<file path="config.mk">
export PLATFORM = sky130hd
export DESIGN_NAME = if_stage
export DESIGN_NICKNAME = d
export VERILOG_FILES = /design/src/rtl/if_stage.sv
export SDC_FILE = /design/constraint.sdc
export NUM_CORES = 1
export LEC_CHECK = 0
export ABC_AREA = 0
export CORE_MARGIN = 4
export CORE_UTILIZATION = 42
export CTS_CLUSTER_DIAMETER = 200
export CTS_CLUSTER_SIZE = 14
export DETAILED_ROUTE_END_ITERATION = 12
export GPL_TIMING_DRIVEN = 0
export PLACE_DENSITY_LB_ADDON = 0.12
export SLEW_MARGIN = 20
export SYNTH_ARGS = -nofsm -noshare
export SYNTH_HDL_FRONTEND = slang
export SYNTH_SLANG_ARGS = --single-unit
</file>
<file path="constraint.sdc">
create_clock -name clk1 -period 4.2 [get_ports clk1]
set_input_delay 1.26 -clock clk1 [delete_from_list [all_inputs] [get_ports clk1]]
set_output_delay 1.26 -clock clk1 [all_outputs]
set_load 0.005 [all_outputs]
</file>
<file path="src/rtl/if_stage.sv">
// Instruction fetch stage: PC register, IF/ID pipeline register and fetch counter.
// Optional halt detection is enabled by defining the macro HALT_DETECT_EN.
module if_stage #(
  parameter logic [31:0] RESET_PC = 32'h0000_0000,
  parameter int unsigned CNT_W    = 16
) (
  input  logic             clk1,
  input  logic             rst,
  input  logic             stall,
  input  logic             branch_taken,
  input  logic [31:0]      branch_target,
  output logic [31:0]      imem_addr,
  input  logic [31:0]      imem_rdata,
  output logic [31:0]      if_id_ir,
  output logic [31:0]      if_id_npc,
  output logic             if_id_valid,
  output logic             halted,
  output logic [CNT_W-1:0] fetch_cnt
);

`ifdef HALT_DETECT_EN
  localparam logic HALT_EN = 1'b1;
`else
  localparam logic HALT_EN = 1'b0;
`endif

  localparam logic [5:0]       HLT_OP  = 6'b111111;
  localparam logic [31:0]      PC_STEP = 32'd4;
  localparam logic [CNT_W-1:0] CNT_MAX = {CNT_W{1'b1}};

  typedef enum logic {
    ST_RUN  = 1'b0,
    ST_HALT = 1'b1
  } fetch_state_e;

  fetch_state_e     state_q, state_d;
  logic [31:0]      pc_q, pc_d;
  logic [31:0]      ir_q, ir_d;
  logic [31:0]      npc_q, npc_d;
  logic             valid_q, valid_d;
  logic [CNT_W-1:0] cnt_q, cnt_d;
  logic [31:0]      pc_plus4;

  // Sequential address wraps naturally modulo 2^32.
  assign pc_plus4 = pc_q + PC_STEP;

  // Next-state selection: branch, then halt, then stall, then normal fetch.
  always_comb begin
    state_d = state_q;
    pc_d    = pc_q;
    ir_d    = ir_q;
    npc_d   = npc_q;
    valid_d = valid_q;
    cnt_d   = cnt_q;
    if (branch_taken) begin
      pc_d    = {branch_target[31:2], 2'b00};
      ir_d    = 32'h0000_0000;
      valid_d = 1'b0;
      state_d = ST_RUN;
    end else if (state_q == ST_HALT) begin
      valid_d = 1'b0;
    end else if (!stall) begin
      ir_d    = imem_rdata;
      npc_d   = pc_plus4;
      valid_d = 1'b1;
      pc_d    = pc_plus4;
      if (cnt_q != CNT_MAX) begin
        cnt_d = cnt_q + CNT_W'(1);
      end
      if (HALT_EN && (imem_rdata[31:26] == HLT_OP)) begin
        state_d = ST_HALT;
      end
    end
  end

  // State registers with asynchronous reset.
  always_ff @(posedge clk1 or posedge rst) begin
    if (rst) begin
      state_q <= ST_RUN;
      pc_q    <= RESET_PC;
      ir_q    <= 32'h0000_0000;
      npc_q   <= 32'h0000_0000;
      valid_q <= 1'b0;
      cnt_q   <= '0;
    end else begin
      state_q <= state_d;
      pc_q    <= pc_d;
      ir_q    <= ir_d;
      npc_q   <= npc_d;
      valid_q <= valid_d;
      cnt_q   <= cnt_d;
    end
  end

  assign imem_addr   = pc_q;
  assign if_id_ir    = ir_q;
  assign if_id_npc   = npc_q;
  assign if_id_valid = valid_q;
  assign halted      = (state_q == ST_HALT);
  assign fetch_cnt   = cnt_q;

endmodule

</file>
Word-level counts from Yosys, hierarchy flattened. Cells that the tools add are included.

Bits in registers: 113. Input port bits: 68. Output and inout port bits: 114. Logic and storage cells: 19.

$add $sub $neg: 2. Eq/ne operators: 2. Multiplexer cells: 6. Bitwise operators: 2. Reduce and logical (&&, ||, !) cells: 2.

Operators by type and width (number): $mux W32 (4); $add A32 B3 Y32 const B (1); $add A16 B1 Y16 const B (1); $ne A16 B16 Y1 const B (1); $reduce_and A3 Y1 (1); $mux W1 (2); $ne A2 B1 Y1 const B (1); $not A1 Y1 (2); $reduce_and A2 Y1 (1).

Depth between registers and ports, before layout.
Depth after elaboration: 3. Depth in mapped cells: 7. Gate-level depth less buffers: 5.

Worst setup path before layout. Ideal clock, no wire load.

Path kind: input to register. Start point: in stall. End point: reg cnt_q[12], in the netlist fetch_cnt[12]. Library setup time: 125 ps. Arrival time: 2542 ps. Data required time: 4075 ps. Slack: 1534 ps. Cell stages on the path: 6. Buffers on the path: 2. Path through: clkbuf_1 or2_2 buf_2 nor4_1 nand3_1 xnor2_1.

Cells in the longest elaborated chain, start to end: 2.

Ends and longest elaborated chain: start: declaration (RTL line 9) `input logic stall,`; $not A1 Y1 (no line); $reduce_and A3 Y1 (no line); end signal: assignment (RTL line 91) `cnt_q <= cnt_d;`; end: declaration (RTL line 41) `logic [CNT_W-1:0] cnt_q, cnt_d;`.

No other way between the ends. A chain may end at the register's enable or synchronous reset.

Final worst setup path.
Start point: in branch_taken. End point: reg ir_q[26], in the netlist if_id_ir[26].

Cells in the longest elaborated chain, start to end: 1. Elaborated cells between the ends (all ways): 2. Classes of those cells: eq/ne: 1; mux: 1.

Ends and longest elaborated chain: start: declaration (RTL line 10) `input logic branch_taken,`; $ne A2 B1 Y1 (no line) or $mux W32 (tied branches); end signal: assignment (RTL line 88) `ir_q <= ir_d;`; end: declaration (RTL line 38) `logic [31:0] ir_q, ir_d;`.

Parallel ways exist; a longest one is shown, timed or not.

==> impl_metrics.yaml <==
layout:
  fillers: 1181
  diodes: 0
  final_layout_size_suffix_gt1_share_pct: 7.01
  areaGrowthSynthToFinish_pct: 40.3
  nNetsFinal: 836
  final_cell_mix: "clkdlybuf4s50_1, dfrtp_1, nor2_1"
  mostFrequentLayoutCell: "clkdlybuf4s50_1"
synth:
  syn_area_sq_mm: 0.00568
  ys.warnings.count: 0
  synthCells: 577
  synth_top_area_cell: "dfrtp_1"
  syn_avg_cell_area_sq_um: 9.84
  seq_area_frac_synth_pct: 48.0
  synth-edff-count: 0
  async_reset_ff_share_pct: 100
  synth_top_area_share_pct: 48.0
  ys_seq_elements: 109
  synthFlopType: "dfrtp_1"
  ys_types: 54
  ys_top_cells_by_area: "dfrtp_1, mux2i_1, nor2_1, nand2_1, xnor2_1"
drt:
  routed_via_density: 5.53
  drcViolationCount: 0
  ant_nets: 0
  finalWirelength_mm: 17.6
  drtIter0Drc: 419
  dr.pass1.iters: 6
  vias: 5227
  wire_per_inst_um: 18.6
critical_path:
  path_class: "in2reg"
  critPathTopFamily: "buffers and inverters"
  cp_common_cell: "clkbuf_1"
  path_max_fanout: 10
  path_buf_inv: 4
  cp_data_required_time_ps: 4420
  startpoint: "branch_taken"
  r2r_start: "imem_addr[2]$_DFFE_PP0N_"
  crit_path_end_kind: "flip-flop"
  start_kind: "input pin"
  cp_cell_sequence: "clkdlybuf4s50_1, clkbuf_1, clkbuf_1, clkbuf_1, nor2_1"
  cpPeakStageDelay_ps: 600
  arrival_ps: 3330
  critPathSlowestCell: "clkdlybuf4s50_1"
run:
  drv_cap: 0
sta:
  finalCriticalPeriod_ps: 3110
  hold_violations: 0
  rsz0062_at_grt: "false"
  whs_ps: 481
  maxSlewHeadroom_pct: 45.5
  period_share_pct: 74.1
  slew_viol_final: 0
  worst_pin_slew_ps: 810
  fmax_ghz: 0.321
  fin_ws_ps: 1090
  fin_tns_setup_ps: 0
  finalSetupViolCount: 0
  clock-skew-final_ps: 7.09
floorplanning:
  start_util_pct: 42.9
  die_y_um: 124
  ioPinCount: 182
  die_w_um: 124
  fp.coreArea_sq_mm: 0.0132
  row_count: 42
  design.die.area_sq_mm: 0.0154
power_and_ir_drop:
  peakVddDrop_mv: 0.226
  p_comb_share_pct: 23.9
  p_seq_share_pct: 46.3
  p_per_area_mw_per_mm2: 355
  p_leak_nw: 3.25
  internal-power_w: 0.00201
  clkPwrFrac_pct: 29.8
  power.switching_w: 0.000811
  power.total_w: 0.00282
  swShare_pct: 28.7
clock_tree:
  cts-htree-levels: 3
  cts_made_buffers: 9
  cts_resized: 0
  holdBufCountCts: 0
  clk_pin_slew_ps: 70
  clockBufferDepth: 2
  cts_sinks: 109
  post_cts_buffers: 0
  cts_tree: "done"
  clockRootBuffer: "clkbuf_16"
  insertion_delay_ps: 350
global_route:
  antenna_found_initial: 0
  grt_pass1_wl_mm: 28.4
  grtUsageTotal_pct: 22.6
  grt_pass1_vias: 5316
  grt_remaining_overflow: 0
  grt_start_max_net_pins: 67
hold_path:
  min_from: "if_id_npc[29]$_DFFE_PP0P_"
  hold_class: "reg2reg"
placement:
  io_buffers: 173
  place.gp.congestion: 0.930
  dp_hpwl_mm: 12.9
  place_ws_ps: 696
status:
  status: "complete, no violations"
==> registers in the layout, indices dropped and copies added (netlist names) <==
signal       count
if_id_ir        32
if_id_npc       30
imem_addr       30
if_id_valid      1
fetch_cnt       16
==> power by group through the flow <==
stage | logic, W | clock network (W) | registers, W
2_1_floorplan | 0.000274 | 0 | 0.00131
3_3_place_gp | 0.000663 | 0 | 0.00132
3_5_place_dp | 0.000680 | 0 | 0.00133
4_1_cts | 0.000682 | 0.000857 | 0.00131
5_1_grt | 0.000738 | 0.000898 | 0.00133
6_report | 0.000674 | 0.000841 | 0.00131
==> synth_stat cells, types with 3 or more instances <==
cell      instances
inv_1             7
nand4_1          14
buf_6             5
a21oi_1           3
xor2_1           16
and3_1            6
and2_1            3
xnor2_1          22
o31ai_1          14
nand4b_1          3
nor3_1           12
nor2_1           70
o41ai_1           3
and4_4            3
buf_4             6
dfrtp_1         109
o311ai_0          3
nand3_1          25
and4_1            3
nand4_4           4
buf_2             9
clkbuf_1         21
o211ai_1          4
nor2b_1           4
nor4_1           10
o21ai_0          34
a31oi_1          22
or3_1             8
nand2_1          55
or4_1            14
mux2i_1          33
==> tightest hold or removal path: cells and delay by family, from the launching register on <==
kind	cells	cell delay, ps
flip-flops	1	340
AND/OR/NAND/NOR	2	110
==> worst paths after layout <==
kind / cells past startpoint / to / slack (ps)
max: 5 / if_id_ir[26]$_DFFE_PP0N_ / 1090
min: 2 / if_id_npc[29]$_DFFE_PP0P_ / 480
max reg2reg: 5 / imem_addr[28]$_DFFE_PP0N_ / 1900
min reg2reg: 2 / if_id_npc[29]$_DFFE_PP0P_ / 480
max in group asynchronous: 3 / if_id_npc[17]$_DFFE_PP0P_ / 2190
min in group asynchronous: 2 / if_id_ir[3]$_DFFE_PP0N_ / 1370
==> cell type report <==
cell class                 count  area, sq um  share of cell area (%)
clock buffer                  13          270                    3.39
tap                          176          220                    2.77
buffer                        44          248                    3.11
inverter                       7         31.3                   0.393
multi-input combinational    421         2690                    33.8
clock inverter                 2         17.5                   0.220
timing repair buffer         174         1760                    22.1
sequential                   109         2730                    34.2
==> stage by stage <==
stage | cells | util (%) | area [sq um]
4_1_cts | 946 | 60.1 | 7960
2_1_floorplan | 581 | - | 5690
3_5_place_dp | 931 | 58.0 | 7680
5_1_grt | 946 | 60.1 | 7960
6_report | 946 | 60.1 | 7960
3_3_place_gp | 930 | 57.7 | 7640
==> cell families after synthesis <==
family,share of synthesized area (%)
AO/OA/AOI/OAI,10.0
buffers and inverters,4.83
flip-flops,48.0
XOR/XNOR,5.86
adder cells (fa/ha/maj),0.441
AND/OR/NAND/NOR,24.5
other,0.0661
multiplexers,6.22
==> routing by layer <==
metal	global-route usage, %	part of all wire, %	up-vias
li1	-	-	2462
met5	0	0	-
met3	8.15	8.6	28
met1	27.9	41	2513
met4	7.29	2.2	0
met2	37.1	48	224
Power figures use the tool's default switching activity.
